File: src/rtl/rv32i_pkg.sv
// Shared constants and the pipeline stage-tag type used by the pipe_ctrl slice.
package rv32i_pkg;

  localparam int XLEN   = 32;
  localparam int REG_AW = 5;

  typedef struct packed {
    logic [REG_AW-1:0] rd;
    logic              RegWrite;
    logic              MemRead;
  } stage_tag_t;

  localparam stage_tag_t BUBBLE = '0;

endpackage

File: src/rtl/pipe_ctrl_if.sv
// Handshake bundle between the pipeline datapath (master) and pipe_ctrl (slave).
interface pipe_ctrl_if #(
  parameter int XLEN   = rv32i_pkg::XLEN,
  parameter int REG_AW = rv32i_pkg::REG_AW
);

  logic              id_valid, id_RegWrite, id_MemRead;
  logic [REG_AW-1:0] id_rs1, id_rs2, id_rd;
  logic              flush;
  logic [XLEN-1:0]   ex_result, mem_rdata;

  logic              stall;
  logic [REG_AW-1:0] IDEXrs1, IDEXrs2, IDEXrd;
  logic              IDEX_RegWrite, IDEX_MemRead;
  logic [REG_AW-1:0] EXMEMrd;
  logic              EXMEM_RegWrite;
  logic [XLEN-1:0]   EXMEM_result;
  logic [REG_AW-1:0] MEMWBrd;
  logic              MEMWB_RegWrite;
  logic [XLEN-1:0]   MEMWB_data;

  modport master (
    output id_valid, id_RegWrite, id_MemRead, id_rs1, id_rs2, id_rd,
           flush, ex_result, mem_rdata,
    input  stall, IDEXrs1, IDEXrs2, IDEXrd, IDEX_RegWrite, IDEX_MemRead,
           EXMEMrd, EXMEM_RegWrite, EXMEM_result,
           MEMWBrd, MEMWB_RegWrite, MEMWB_data
  );

  modport slave (
    input  id_valid, id_RegWrite, id_MemRead, id_rs1, id_rs2, id_rd,
           flush, ex_result, mem_rdata,
    output stall, IDEXrs1, IDEXrs2, IDEXrd, IDEX_RegWrite, IDEX_MemRead,
           EXMEMrd, EXMEM_RegWrite, EXMEM_result,
           MEMWBrd, MEMWB_RegWrite, MEMWB_data
  );

endinterface

File: src/rtl/pipe_ctrl_load_use_detect.sv
// Combinational load-use hazard detector; a resolving flush suppresses the stall.
module load_use_detect #(
  parameter int REG_AW = rv32i_pkg::REG_AW
) (
  input  logic              id_valid_i,
  input  logic              idex_mem_read_i,
  input  logic [REG_AW-1:0] idex_rd_i,
  input  logic [REG_AW-1:0] id_rs1_i,
  input  logic [REG_AW-1:0] id_rs2_i,
  input  logic              flush_i,
  output logic              stall_o
);

  // x0 is never a real producer, so a load into x0 cannot create a hazard.
  assign stall_o = id_valid_i && idex_mem_read_i && (idex_rd_i != '0) &&
                   ((idex_rd_i == id_rs1_i) || (idex_rd_i == id_rs2_i)) &&
                   !flush_i;

endmodule

File: src/rtl/pipe_ctrl.sv
// Pipeline register control for ID/EX, EX/MEM and MEM/WB with load-use stalling.
// Optional STALL_COUNTER_EN adds a saturating 16-bit stall_count output.
module pipe_ctrl #(
  parameter int XLEN   = rv32i_pkg::XLEN,
  parameter int REG_AW = rv32i_pkg::REG_AW
) (
  input  logic        clk,
  input  logic        reset,
`ifdef STALL_COUNTER_EN
  output logic [15:0] stall_count,
`endif
  pipe_ctrl_if.slave  bus
);

  import rv32i_pkg::*;

  stage_tag_t        idex_q, idex_d;
  logic [REG_AW-1:0] idex_rs1_q, idex_rs1_d, idex_rs2_q, idex_rs2_d;
  stage_tag_t        exmem_q;
  logic [XLEN-1:0]   exmem_result_q;
  logic [REG_AW-1:0] memwb_rd_q;
  logic              memwb_rw_q;
  logic [XLEN-1:0]   memwb_data_q, memwb_data_d;
  logic              stall;

  load_use_detect #(.REG_AW(REG_AW)) u_detect (
    .id_valid_i      (bus.id_valid),
    .idex_mem_read_i (idex_q.MemRead),
    .idex_rd_i       (idex_q.rd),
    .id_rs1_i        (bus.id_rs1),
    .id_rs2_i        (bus.id_rs2),
    .flush_i         (bus.flush),
    .stall_o         (stall)
  );

  // NOTE: every branch of a combinational block must assign each output, so
  // defaults go first; otherwise synthesis infers a latch.
  always_comb begin
    idex_d     = BUBBLE;
    idex_rs1_d = '0;
    idex_rs2_d = '0;
    if (bus.id_valid && !stall && !bus.flush) begin
      idex_d.rd       = bus.id_rd;
      idex_d.RegWrite = bus.id_RegWrite && (bus.id_rd != '0);
      idex_d.MemRead  = bus.id_MemRead;
      idex_rs1_d      = bus.id_rs1;
      idex_rs2_d      = bus.id_rs2;
    end
  end

  assign memwb_data_d = exmem_q.MemRead ? bus.mem_rdata : exmem_result_q;

  // NOTE: registers use non-blocking assignments so every stage samples the
  // pre-edge value of its predecessor, regardless of statement order.
  always_ff @(posedge clk or posedge reset) begin
    if (reset) begin
      idex_q         <= BUBBLE;
      idex_rs1_q     <= '0;
      idex_rs2_q     <= '0;
      exmem_q        <= BUBBLE;
      exmem_result_q <= '0;
      memwb_rd_q     <= '0;
      memwb_rw_q     <= 1'b0;
      memwb_data_q   <= '0;
    end else begin
      idex_q         <= idex_d;
      idex_rs1_q     <= idex_rs1_d;
      idex_rs2_q     <= idex_rs2_d;
      exmem_q        <= idex_q;
      exmem_result_q <= bus.ex_result;
      memwb_rd_q     <= exmem_q.rd;
      memwb_rw_q     <= exmem_q.RegWrite;
      memwb_data_q   <= memwb_data_d;
    end
  end

`ifdef STALL_COUNTER_EN
  logic [15:0] stall_count_q, stall_count_d;

  assign stall_count_d = (stall && stall_count_q != 16'hFFFF) ? stall_count_q + 16'd1
                                                                : stall_count_q;

  always_ff @(posedge clk or posedge reset) begin
    if (reset) stall_count_q <= '0;
    else       stall_count_q <= stall_count_d;
  end

  assign stall_count = stall_count_q;
`endif

  assign bus.stall          = stall;
  assign bus.IDEXrs1        = idex_rs1_q;
  assign bus.IDEXrs2        = idex_rs2_q;
  assign bus.IDEXrd         = idex_q.rd;
  assign bus.IDEX_RegWrite  = idex_q.RegWrite;
  assign bus.IDEX_MemRead   = idex_q.MemRead;
  assign bus.EXMEMrd        = exmem_q.rd;
  assign bus.EXMEM_RegWrite = exmem_q.RegWrite;
  assign bus.EXMEM_result   = exmem_result_q;
  assign bus.MEMWBrd        = memwb_rd_q;
  assign bus.MEMWB_RegWrite = memwb_rw_q;
  assign bus.MEMWB_data     = memwb_data_q;

endmodule

File: src/flat_wrapper.sv
// flat-port wrapper written by rule: the top's interface ports become plain ports
module pipe_ctrl_flat import rv32i_pkg::*;
#(
  parameter int XLEN   = rv32i_pkg::XLEN,
  parameter int REG_AW = rv32i_pkg::REG_AW
)
  (clk, reset, bus_id_valid, bus_id_RegWrite, bus_id_MemRead, bus_id_rs1, bus_id_rs2, bus_id_rd, bus_flush, bus_ex_result, bus_mem_rdata, bus_stall, bus_IDEXrs1, bus_IDEXrs2, bus_IDEXrd, bus_IDEX_RegWrite, bus_IDEX_MemRead, bus_EXMEMrd, bus_EXMEM_RegWrite, bus_EXMEM_result, bus_MEMWBrd, bus_MEMWB_RegWrite, bus_MEMWB_data);
  pipe_ctrl_if #(.XLEN(XLEN), .REG_AW(REG_AW)) bus_i ();
  input  logic clk;
  input  logic reset;
  input wire logic [$bits(bus_i.id_valid)-1:0] bus_id_valid;
  input wire logic [$bits(bus_i.id_RegWrite)-1:0] bus_id_RegWrite;
  input wire logic [$bits(bus_i.id_MemRead)-1:0] bus_id_MemRead;
  input wire logic [$bits(bus_i.id_rs1)-1:0] bus_id_rs1;
  input wire logic [$bits(bus_i.id_rs2)-1:0] bus_id_rs2;
  input wire logic [$bits(bus_i.id_rd)-1:0] bus_id_rd;
  input wire logic [$bits(bus_i.flush)-1:0] bus_flush;
  input wire logic [$bits(bus_i.ex_result)-1:0] bus_ex_result;
  input wire logic [$bits(bus_i.mem_rdata)-1:0] bus_mem_rdata;
  output wire logic [$bits(bus_i.stall)-1:0] bus_stall;
  output wire logic [$bits(bus_i.IDEXrs1)-1:0] bus_IDEXrs1;
  output wire logic [$bits(bus_i.IDEXrs2)-1:0] bus_IDEXrs2;
  output wire logic [$bits(bus_i.IDEXrd)-1:0] bus_IDEXrd;
  output wire logic [$bits(bus_i.IDEX_RegWrite)-1:0] bus_IDEX_RegWrite;
  output wire logic [$bits(bus_i.IDEX_MemRead)-1:0] bus_IDEX_MemRead;
  output wire logic [$bits(bus_i.EXMEMrd)-1:0] bus_EXMEMrd;
  output wire logic [$bits(bus_i.EXMEM_RegWrite)-1:0] bus_EXMEM_RegWrite;
  output wire logic [$bits(bus_i.EXMEM_result)-1:0] bus_EXMEM_result;
  output wire logic [$bits(bus_i.MEMWBrd)-1:0] bus_MEMWBrd;
  output wire logic [$bits(bus_i.MEMWB_RegWrite)-1:0] bus_MEMWB_RegWrite;
  output wire logic [$bits(bus_i.MEMWB_data)-1:0] bus_MEMWB_data;
  assign bus_i.id_valid = bus_id_valid;
  assign bus_i.id_RegWrite = bus_id_RegWrite;
  assign bus_i.id_MemRead = bus_id_MemRead;
  assign bus_i.id_rs1 = bus_id_rs1;
  assign bus_i.id_rs2 = bus_id_rs2;
  assign bus_i.id_rd = bus_id_rd;
  assign bus_i.flush = bus_flush;
  assign bus_i.ex_result = bus_ex_result;
  assign bus_i.mem_rdata = bus_mem_rdata;
  assign bus_stall = bus_i.stall;
  assign bus_IDEXrs1 = bus_i.IDEXrs1;
  assign bus_IDEXrs2 = bus_i.IDEXrs2;
  assign bus_IDEXrd = bus_i.IDEXrd;
  assign bus_IDEX_RegWrite = bus_i.IDEX_RegWrite;
  assign bus_IDEX_MemRead = bus_i.IDEX_MemRead;
  assign bus_EXMEMrd = bus_i.EXMEMrd;
  assign bus_EXMEM_RegWrite = bus_i.EXMEM_RegWrite;
  assign bus_EXMEM_result = bus_i.EXMEM_result;
  assign bus_MEMWBrd = bus_i.MEMWBrd;
  assign bus_MEMWB_RegWrite = bus_i.MEMWB_RegWrite;
  assign bus_MEMWB_data = bus_i.MEMWB_data;
  pipe_ctrl #(.XLEN(XLEN), .REG_AW(REG_AW)) u_core (.clk(clk), .reset(reset), .bus(bus_i));
endmodule
File: config.mk
export PLATFORM = sky130hd
export DESIGN_NAME = pipe_ctrl_flat
export DESIGN_NICKNAME = d
export VERILOG_FILES = /design/src/rtl/rv32i_pkg.sv /design/src/rtl/pipe_ctrl_if.sv /design/src/rtl/pipe_ctrl_load_use_detect.sv /design/src/rtl/pipe_ctrl.sv /design/src/flat_wrapper.sv
export SDC_FILE = /design/constraint.sdc
export NUM_CORES = 1
export LEC_CHECK = 0
export ABC_AREA = 1
export CORE_MARGIN = 3
export CORE_UTILIZATION = 34
export DETAILED_ROUTE_END_ITERATION = 16
export GPL_TIMING_DRIVEN = 0
export MAX_ROUTING_LAYER = met4
export PLACE_DENSITY = 0.76
export SLEW_MARGIN = 0
export SYNTH_ARGS = -nofsm -noshare
export SYNTH_HDL_FRONTEND = slang
export SYNTH_SLANG_ARGS = --single-unit
File: constraint.sdc
create_clock -name clk -period 3 [get_ports clk]
set_input_delay 0.6 -clock clk [delete_from_list [all_inputs] [get_ports clk]]
set_output_delay 0.6 -clock clk [all_outputs]
set_load 0.03 [all_outputs]
==> metrics.md, run 1 <==
| Metric | Value |
|---|---|
| Routed Antenna Nets | 0 |
| Cells along the critical path | clkdlybuf4s50_1 > inv_1 > nand2_1 > nand2_1 > nor2_1 > nand3_1 > nand2_1 > nand2_2 > inv_1 > dlymetal6s2s_1 |
| Main synth FF type | dfrtp_1 |
| Initial cell density of the core | between 30% and 40% |
| Final setup viols | 0 |
| Top cells by area, synth | dfrtp_1 (75%), mux2_2 (11%), inv_1 (3.4%) |
| PwrDens | 508.5 nW/um^2 |
| Worst hold path type | reg -> reg |
| Synth area leader | dfrtp_1 |
| Layout cell share with drive strength beyond 1 | 14.08% |
| NetSw | 698.0 uW |
| Largest net degree at the start of global routing | 39 |
| Yosys top cell area share | 75.02% |
| Gr usage total | 15.86% |
| Vias in the first global route | 2463 |
| Core area | 8848 sq um |
| # Max-Cap Violations | 0 |
| Async S/R FF share, synth | 100.0% |
| Die footprint | 10410 sq um |
| Post-cts sizing count | 0 |
| Cts bufs inserted | 9 |
| Clock Power Share | 30.8% |
| DRT Pass-1 Iters | 4 |
| Slowest stage delay, CP | 480 ps |
| Final core occ | 59.88% |
| Most common cell in the netlist | dfrtp_1 |
| Row count | 34 |
| RSZ-0062 raised after global routing | no |
| Period utilisation layout | 85.62% |
| Starting DRT DRC Count | 24 |
| FILL cells | ~700 |
| Arrival time worst endpoint | 1970 ps |
| CP Launch Type | input port |
| Crit-path slowest cell | clkdlybuf4s50_1 |
| Comb power frac | 18.7% |
| FF/Latch Area | 2352 sq um |
| CP delay by family, top | buffers and inverters |
| Slew Limit Fails | 0 |
| I/O Pins | 179 |
| Cell mode on critical path | nand2_1 |
| CTS Root Cell | clkbuf_8 |
| Post-synth net total | 308 |
| Outcome | completed |
| Vias per std cell | about 4.3 |
| Slew HR | 68.65% |
| Sw frac | 25.91% |
| Tmin final | ~2600 ps |
| Yosys reg bits | 94 |
| Later-pin clock latency in the skew report | 350 ps |
| P&R area growth vs syn | 68.99% |
| LEAKAGE | approximately 0.0024 uW |
| Initial antenna violation count | 0 |
| Hold Vio Cnt, Final | 0 |
| Hold_buf cts | 0 |
| Drt total wl | 7939 microns |
| Slew @ Worst Pin | approximately 470 ps |
| Gpl congestion | around 0.76 |
| Chip Height | 102.0 microns |
| Crit path max fanout | 2 |
| Width of the chip | 102.0 microns |
| Post-CTS setup buffers | 0 |
| Area of the multi-input gates | 610.6 sq um |
| Critical Path Sink Type | output port |
| Synth top cells by count | dfrtp_1 (94), mux2_2 (30), inv_1 (28) |
| CTS Sinks | 94 |
| Vias | roughly 2.3k |
| Final nets | roughly 500 |
| Avg Cell Area, Syn | between 10 and 15 sq um |
| CP bufs+invs | 4 |
| CP Class | in -> out |
| Gr ovfl total | 0 |
| Register area share after synthesis | 75.02% |
| Port Buffers | about 180 |
| CTS Buffer Depth | 2 |
| Cell variety after synth | 17 |
| Detailed placer's ending HPWL | 6270 microns |
| F_max | 389.3 MHz |
| Post-synth EDFFs | 0 |
| Worst IR Drop VDD | roughly 0.00027 V |
| Post-Synthesis Cell Area | 3136 sq um |
| Layout Skew | ~16 ps |
| Worst path required time | 2400 ps |
| Clk slew on worst S/H paths | ~90 ps |
| First-pass GRT wire length | 12210 microns |
| Routed wire length per instance | 15.06 microns |
| DRC viols | 0 |
| Post-Synthesis Cells | 223 |
| Synth warn | 0 |
| Total negative slack | 0 ps |
| # diodes | 0 |
| Internal power | 1996 uW |
| TritonCTS clock tree | yes |
| H-tree levels | 3 |
| Flop pwr share | 50.5% |
[cell type report]
class	count	share of cell area [%]
Buffer	10	1.275
Tap cell	108	2.550
Sequential cell	94	44.39
Multi-Input combinational cell	91	11.52
Timing Repair Buffer	180	34.43
Inverter	28	2.054
Clock inverter	5	1.110
Clock buffer	11	2.668
[registers in the layout, summed over array words and instances, names as in the netlist]
signal	flops
u_core.bus.EXMEM_result	32
u_core.bus.MEMWB_data	32
u_core.bus.EXMEMrd	5
u_core.bus.IDEXrd	5
u_core.bus.IDEXrs1	5
u_core.bus.IDEXrs2	5
u_core.bus.MEMWBrd	5
u_core.bus.EXMEM_RegWrite	1
u_core.bus.IDEX_MemRead	1
u_core.bus.IDEX_RegWrite	1
u_core.bus.MEMWB_RegWrite	1
u_core.exmem_q	1
[layout by cell type (no fill, tap or decap), drive strengths merged]
cell,Yosys,final
clkdlybuf4s50,0,177
dfrtp,94,94
mux2,32,32
inv,28,27
nand2,27,27
nor2,24,24
clkbuf,1,12
buf,9,11
nand3,3,3
clkinvlp,0,3
xnor2,2,2
clkinv,0,2
nor3,1,1
nand4,1,1
o21ai,1,1
bufinv,0,1
dlymetal6s2s,0,1
[logic make-up (layout without fill, tap and decap cells)]
kind of cell           count (synthesis)  count (layout)  synth area share (%)
flip-flops                            94              94                 75.02
AND/OR/NAND/NOR                       56              56                 7.263
buffers and inverters                 38             234                 5.507
multiplexers                          32              32                 11.49
XOR/XNOR                               2               2                0.5588
AO/OA/AOI/OAI                          1               1                0.1595
[worst paths after layout]
check                                       from                        end  slack, ps  cells past startpoint
max                                bus_id_rs2[1]                  bus_stall        430                     10
min                        u_core.bus.EXMEMrd[3]      u_core.bus.MEMWBrd[3]        380                      0
max reg2reg                 u_core.bus.IDEXrd[2]   u_core.bus.IDEX_RegWrite       1600                     10
min reg2reg                u_core.bus.EXMEMrd[3]      u_core.bus.MEMWBrd[3]        380                      0
max in group asynchronous                  reset  u_core.bus.MEMWB_data[12]       1820                      3
min in group asynchronous                  reset  u_core.bus.MEMWB_data[18]        640                      2
[worst register-to-register path, stage by stage (launching register included)]
cell     delay [ps]
dfrtp_1         460
inv_1           100
nand2_1          60
nand2_1          50
nor2_1           90
nand3_1          80
nand2_1          80
nand2_2          70
nand2_4         110
buf_6           150
nor2_1           50
[stage by stage]
| stage | cells | cell area (sq um) | power [uW] | setup slack [ps] | hold slack [ps] |
|---|---|---|---|---|---|
| 3_5_place_dp | 511 | 5096 | 1897 | 23.82 | 360.2 |
| 3_3_place_gp | 509 | 5056 | 1880 | 59.21 | 360.0 |
| 6_report | 527 | 5299 | 2694 | 431.5 | 384.1 |
| 2_1_floorplan | 223 | 3139 | 1612 | 1160 | 354.8 |
| 4_1_cts | 527 | 5296 | 2738 | 21.69 | 383.0 |
| 5_1_grt | 527 | 5299 | 2830 | 272.2 | 390.9 |
[metal layers]
layer / track usage, % / routed length (microns)
met5: - / 0
met4: 4.642 / 75
met3: 4.369 / 580
met1: 17.57 / 3192
met2: 27.89 / 4091
[power by group through the flow]
| stage | registers, uW | logic [uW] | clock network (uW) |
|---|---|---|---|
| after floorplan | 1520 | 93.8 | 0 |
| after global placement | 1380 | 496 | 0 |
| after detailed placement | 1390 | 510 | 0 |
| after CTS | 1360 | 512 | 864 |
| after global routing | 1370 | 533 | 927 |
| final | 1360 | 504 | 830 |
Note: power is estimated with default switching activity, not from simulation.
==> run 2, diff against run 1 <==
--- a/config.mk
+++ b/config.mk
@@ -5,7 +5,6 @@
 export SDC_FILE = /design/constraint.sdc
 export NUM_CORES = 1
 export LEC_CHECK = 0
-export ABC_AREA = 1
 export CORE_MARGIN = 3
 export CORE_UTILIZATION = 34
 export DETAILED_ROUTE_END_ITERATION = 16
==> run 2 against run 1 <==
  * Count of clock-buffer cells in the layout unchanged
  * Final cell count down 8.7%
  * Wire length down 2.6%
  * Sequential power about the same
  * Non-clock buffer count up 3
  * Clock power about the same
  * Critical path depth down 2
  * Core utilization up 0.18 points
  * Global-route usage down 0.056 points
  * Worst hold slack worse by 2.7 ps
  * Die area down 1.7%
  * Largest power group unchanged
==> metrics.md, run 2 <==
| Metric | Value |
|---|---|
| Hold Vio Cnt, Final | 0 |
| Outcome | completed |
| # diodes | 0 |
| I/O Pins | 179 |
| Most common cell after layout, fill and taps aside | clkdlybuf4s50_1 |
| R2R Path End | u_core.bus.IDEX_RegWrite |
| Largest net degree at the start of global routing | 35 |
| Total power | 2690 uW |
| Tmin final | 2823 ps |
| Routed Antenna Nets | 0 |
| Post-synth net total | 260 |
| Top cells by area, synth | dfrtp_1 (76%), mux2_2 (12%), and3_2 (3.2%) |
| Starting DRT DRC Count | 13 |
| Slowest stage delay, CP | a little over 500 ps |
| Gr ovfl total | 0 |
| TritonCTS clock tree | yes |
| Finished Layout Cells | 481 |
| Hold Path Depth | 0 |
| Final nets | about 450 |
| Placed Area | just over 5000 sq um |
| Register area share after synthesis | 76.42% |
| R2r worst-path depth | 4 |
| F_max | around 350 MHz |
| Worst hold path type | reg -> reg |
| Cell variety after synth | 18 |
| R2r startpoint | u_core.bus.IDEXrd[1] |
| Layout cell share with drive strength beyond 1 | 20.38% |
| Yosys reg bits | 94 |
| Detailed placer's ending HPWL | 6049 microns |
| Vias in the first global route | 2334 |
| Most frequent cells in the layout | clkdlybuf4s50_1 (177), dfrtp_1 (94), mux2_2 (32), and3_2 (13) |
| Slew Limit Fails | 0 |
| Vias | 2121 |
| Final setup viols | 0 |
| Arrival time worst endpoint | 2220 ps |
| Main synth FF type | dfrtp_1 |
| Cts bufs inserted | 9 |
| Routed wire length per instance | 16.07 microns |
| CTS Sinks | 94 |
| Port Buffers | 178 |
| Die footprint | 10230 sq um |
| Chip Height | slightly above 100 microns |
| Gr usage total | 15.80% |
| Slew @ Worst Pin | a little under 700 ps |
| Cells along the critical path | clkdlybuf4s50_1 > xnor2_1 > nand3_1 > o22ai_2 > o2111ai_4 > buf_6 > inv_1 > clkdlybuf4s15_2 |
| CP delay by family, top | buffers and inverters |
| Width of the chip | 101.1 microns |
| Min-delay src | u_core.bus.EXMEMrd[1] |
| Crit-path slowest cell | clkdlybuf4s50_1 |
| RSZ-0062 raised after global routing | no |
| Worst path required time | 2400 ps |
| CTS Root Cell | clkbuf_8 |
| Crit path max fanout | 10 |
| Initial antenna violation count | 0 |
| CP Launch Type | input port |
| CP bufs+invs | 4 |
| Yosys top cell area share | 76.42% |
| Most common cell in the netlist | dfrtp_1 |
| Synth top cells by count | dfrtp_1 (94), mux2_2 (32), and3_2 (13) |
| Fin Hold WS | 381.4 ps |
| DRC viols | 0 |
| Clk slew on worst S/H paths | approximately 90 ps |
| LEAKAGE | between 0.002 and 0.0025 uW |
| Total negative slack | 0 ps |
| # Max-Cap Violations | 0 |
| Avg Cell Area, Syn | 17.59 sq um |
| First-pass GRT wire length | 11900 microns |
| Synth area leader | dfrtp_1 |
| Post-Synthesis Cells | 175 |
| Synth warn | 0 |
| Layout Skew | between 10 and 15 ps |
| H-tree levels | 3 |
| Initial cell density of the core | 35.12% |
| P&R area growth vs syn | 71.02% |
| Vias per std cell | 4.410 |
| Critical Path Sink Type | output port |
| Final design area excluding fillers | 5264 sq um |
| Drt total wl | 7730 microns |
| Placed Cells incl. Taps | 463 |
| Post-synth EDFFs | 0 |
| CTS Buffer Depth | 2 |
| Row count | 34 |
| Hold EP | u_core.bus.MEMWBrd[1] |
| Core area | 8763 sq um |
| Slew HR | 54.43% |
| Gpl congestion | 0.6979 |
| CP Class | in -> out |
| Later-pin clock latency in the skew report | 340 ps |
| PwrDens | 511.1 nW/um^2 |
| DRT Pass-1 Iters | 3 |
| Period utilisation layout | 94.09% |
| Async S/R FF share, synth | 100.0% |
| Worst IR Drop VDD | 0.0002198 V |
| Post-Synthesis Cell Area | a little over 3000 sq um |
| Reg2reg setup slack | 1340 ps |
==> run 2: cell count changes after synthesis, moves of 8 or more <==
| cell | delta |
|---|---|
| nand2_1 | -23 |
| xnor2_1 | +8 |
| inv_1 | -26 |
| nor2_1 | -24 |
| and3_2 | +13 |
==> run 2: worst max path at each step <==
stage                               from   endpoint  slack, ps  depth (start not counted)
floorplan           u_core.bus.IDEXrd[0]  bus_stall        760                          6
global placement            bus_id_valid  bus_stall       -340                          6
detailed placement         bus_id_rs1[0]  bus_stall       -370                          8
CTS                         bus_id_valid  bus_stall        0.9                          6
global route               bus_id_rs1[4]  bus_stall         60                          8
finish                     bus_id_rs1[4]  bus_stall        180                          8
==> run 2: worst reg2reg max path, delay by kind of cell (launching register included) <==
kind / cells / cell delay (ps)
flops: 1 / 460
simple gates: 1 / 570
compound gates: 2 / 410
buf+inv: 1 / 160
==> run 2: kinds of logic after synthesis <==
kind of cell	count (synthesis)	synth area share [%]
DFF	94	76.42
muxes	32	11.71
and+or+nand+nor	23	5.163
buffers and inverters	13	2.439
xor gates and xnor gates	10	2.845
AOI/OAI and AO/OA	3	1.423
==> run 2: cell type report <==
class / count / area, sq um
timing repair buffer: 182 / 1838
sequential: 94 / 2352
multi-input combinational: 68 / 659.4
clock inverter: 5 / 58.81
inverter: 2 / 11.26
clock buffer: 11 / 141.4
tap: 108 / 135.1
buffer: 11 / 67.56
fill: 716 / 3500
==> run 2: metrics by stage <==
| step | utilization, % | setup slack (ps) |
|---|---|---|
| 6_report | 60.07 | 177.3 |
| 3_3_place_gp | 57.04 | -341.4 |
| 4_1_cts | 59.87 | 0.9053 |
| 3_5_place_dp | 57.50 | -370.1 |
| 5_1_grt | 60.07 | 63.74 |
| 2_1_floorplan | - | 760.1 |
==> run 2: what timing repair did <==
action,4_1_cts,5_1_grt
buffers inserted,0,2
endpoints found under the setup margin,1,1
pin swaps,0,1
resized for setup,4,1
hold buffers,0,0
==> run 2: per-layer routing <==
layer,up-vias,global-route usage [%],share of wire [%]
met3,10,3.719,8.2
met1,1033,17.97,39
met2,105,27.26,51
met5,-,-,0
li1,973,-,-
met4,0,5.521,1.4
==> run 2: report_power, final <==
part           leakage, uW  internal, uW  switching, uW  total (uW)
registers          0.00115          1330           29.2        1360
logic             0.000998           260            240         500
clock network    0.0000955           409            420         829
==> run 3, diff against run 2 <==
--- a/config.mk
+++ b/config.mk
@@ -5,6 +5,7 @@
 export SDC_FILE = /design/constraint.sdc
 export NUM_CORES = 1
 export LEC_CHECK = 0
+export CAP_MARGIN = 20
 export CORE_MARGIN = 3
 export CORE_UTILIZATION = 34
 export DETAILED_ROUTE_END_ITERATION = 16
==> run 3 against run 2 <==
  * Final cell count is the same
  * Combinational power is essentially flat
  * Sequential cell count is the same
  * Sequential power is essentially flat
  * First-iteration DRC count is the same
  * Count of clock-buffer cells in the layout is the same
  * Sequential share of layout area is the same
  * Critical path depth is the same
  * Core utilization is the same
  * Register-to-register slack is essentially flat
  * Clock skew is the same
  * Largest power group unchanged
==> metrics.md, run 3 (synthesis gave the netlist of run 2 again) <==
| Metric | Value |
|---|---|
| Total power | 2690 uW |
| Starting DRT DRC Count | 13 |
| DRT Pass-1 Iters | 3 |
| Row count | 34 |
| Layout Skew | 10.51 ps |
| Period utilisation layout | 94.09% |
| Min-delay src | u_core.bus.EXMEMrd[1] |
| Initial antenna violation count | 0 |
| RSZ-0062 raised after global routing | no |
| Final core occ | about 60% |
| Worst path required time | 2400 ps |
| Hold EP | u_core.bus.MEMWBrd[1] |
| CTS Sinks | 94 |
| Crit path max fanout | 10 |
| Gr usage total | 15.80% |
| Hold Path Depth | 0 |
| Hold_buf cts | 0 |
| CP Launch Type | input port |
| Final setup viols | 0 |
| H-tree levels | 3 |
| Core area | between 8000 and 9000 sq um |
| Later-pin clock latency in the skew report | 340 ps |
| TritonCTS clock tree | yes |
| Drt total wl | 7730 microns |
| DRC viols | 0 |
| Clk slew on worst S/H paths | 90 ps |
| Arrival time worst endpoint | 2220 ps |
| Worst hold path type | reg -> reg |
| Initial cell density of the core | 35.12% |
| P&R area growth vs syn | 71.02% |
| CP Class | in -> out |
| # Max-Cap Violations | 0 |
| Chip Height | 101.1 microns |
| Width of the chip | 101.1 microns |
| Reg2reg setup slack | 1340 ps |
| Layout cell share with drive strength beyond 1 | 20.38% |
| Hold Vio Cnt, Final | 0 |
| R2r worst-path depth | 4 |
| Slew Limit Fails | 0 |
| CTS Buffer Depth | 2 |
| Vias | 2121 |
| Final nets | 453 |
| R2R Path End | u_core.bus.IDEX_RegWrite |
| LEAKAGE | 0.002243 uW |
| Tmin final | 2823 ps |
| First-pass GRT wire length | ~12000 microns |
| Gpl congestion | 0.6979 |
| # diodes | 0 |
| Most frequent cells in the layout | clkdlybuf4s50_1 (177), dfrtp_1 (94), mux2_2 (32), and3_2 (13) |
| I/O Pins | around 180 |
| Largest net degree at the start of global routing | 35 |
| R2r startpoint | u_core.bus.IDEXrd[1] |
| F_max | 354.3 MHz |
| Gr ovfl total | 0 |
| Routed wire length per instance | approximately 16 microns |
| Outcome | completed |
| Vias in the first global route | roughly 2.3k |
| Final design area excluding fillers | between 5000 and 6000 sq um |
| Most common cell after layout, fill and taps aside | clkdlybuf4s50_1 |
| Cts bufs inserted | 9 |
| Detailed placer's ending HPWL | around 6000 microns |
| Die footprint | 10230 sq um |
| CTS Root Cell | clkbuf_8 |
| Port Buffers | 178 |
| Critical Path Sink Type | output port |
| Placed Area | 5039 sq um |
| Routed Antenna Nets | 0 |
| Slew @ Worst Pin | 682.2 ps |
| PwrDens | 511.1 nW/um^2 |
| Vias per std cell | roughly 4.4 |
| FILL cells | 716 |
| Slew HR | 54.43% |
| Worst IR Drop VDD | 0.0002198 V |
run 3: cell counts in the layout (fill, tap and decap cells not counted):
Identical to the previous run, type by type.
run 3: per-layer routing:
layer	vias up	GRT usage [%]	routed length [microns]
met5	-	-	0
met4	0	5.521	106
li1	973	-	-
met2	105	27.26	3952
met1	1033	17.97	3040
met3	10	3.719	630
run 3: cell type report:
| cell class | instances | area [sq um] | share of cell area, % |
|---|---|---|---|
| sequential | 94 | 2352 | 44.69 |
| timing repair buffer | 182 | 1838 | 34.92 |
| multi-input combinational | 68 | 659.4 | 12.53 |
| clock buffer | 11 | 141.4 | 2.686 |
| tap | 108 | 135.1 | 2.567 |
| buffer | 11 | 67.56 | 1.284 |
| clock inverter | 5 | 58.81 | 1.117 |
| inverter | 2 | 11.26 | 0.2139 |
run 3: worst max path at each step:
stage                     slack (ps)   endpoint                 start  cells after the start
after floorplan                  760  bus_stall  u_core.bus.IDEXrd[0]                      6
after global placement          -340  bus_stall          bus_id_valid                      6
after detailed placement        -370  bus_stall         bus_id_rs1[0]                      8
after CTS                        0.9  bus_stall          bus_id_valid                      6
after global routing              60  bus_stall         bus_id_rs1[4]                      8
final                            180  bus_stall         bus_id_rs1[4]                      8
run 3: timing repair:
item / CTS / global route
endpoints found under the setup margin: 1 / 1
pin swaps: 0 / 1
resized for setup: 4 / 1
setup buffers: 0 / 2
gates cloned: 0 / 0
run 3: report_power, final:
part	internal [uW]	switching (uW)
Combinational	260	240
Clock	409	420
Sequential	1330	29.2
run 3: through the flow:
stage	std cells	setup TNS, ps	hold slack, ps	setup WS (ps)
floorplan	175	0	354.8	760.1
global placement	461	-341.4	360.4	-341.4
detailed placement	463	-370.1	360.4	-370.1
CTS	479	0	385.0	0.9053
global route	481	0	394.3	63.74
finish	481	0	381.4	177.3
run 3: critical path, cell delays in order:
cell             delay (ps)
clkdlybuf4s50_1         510
xnor2_1                 130
nand3_1                 110
o22ai_2                 220
o2111ai_4               150
buf_6                   170
inv_1                    50
clkdlybuf4s15_2         290
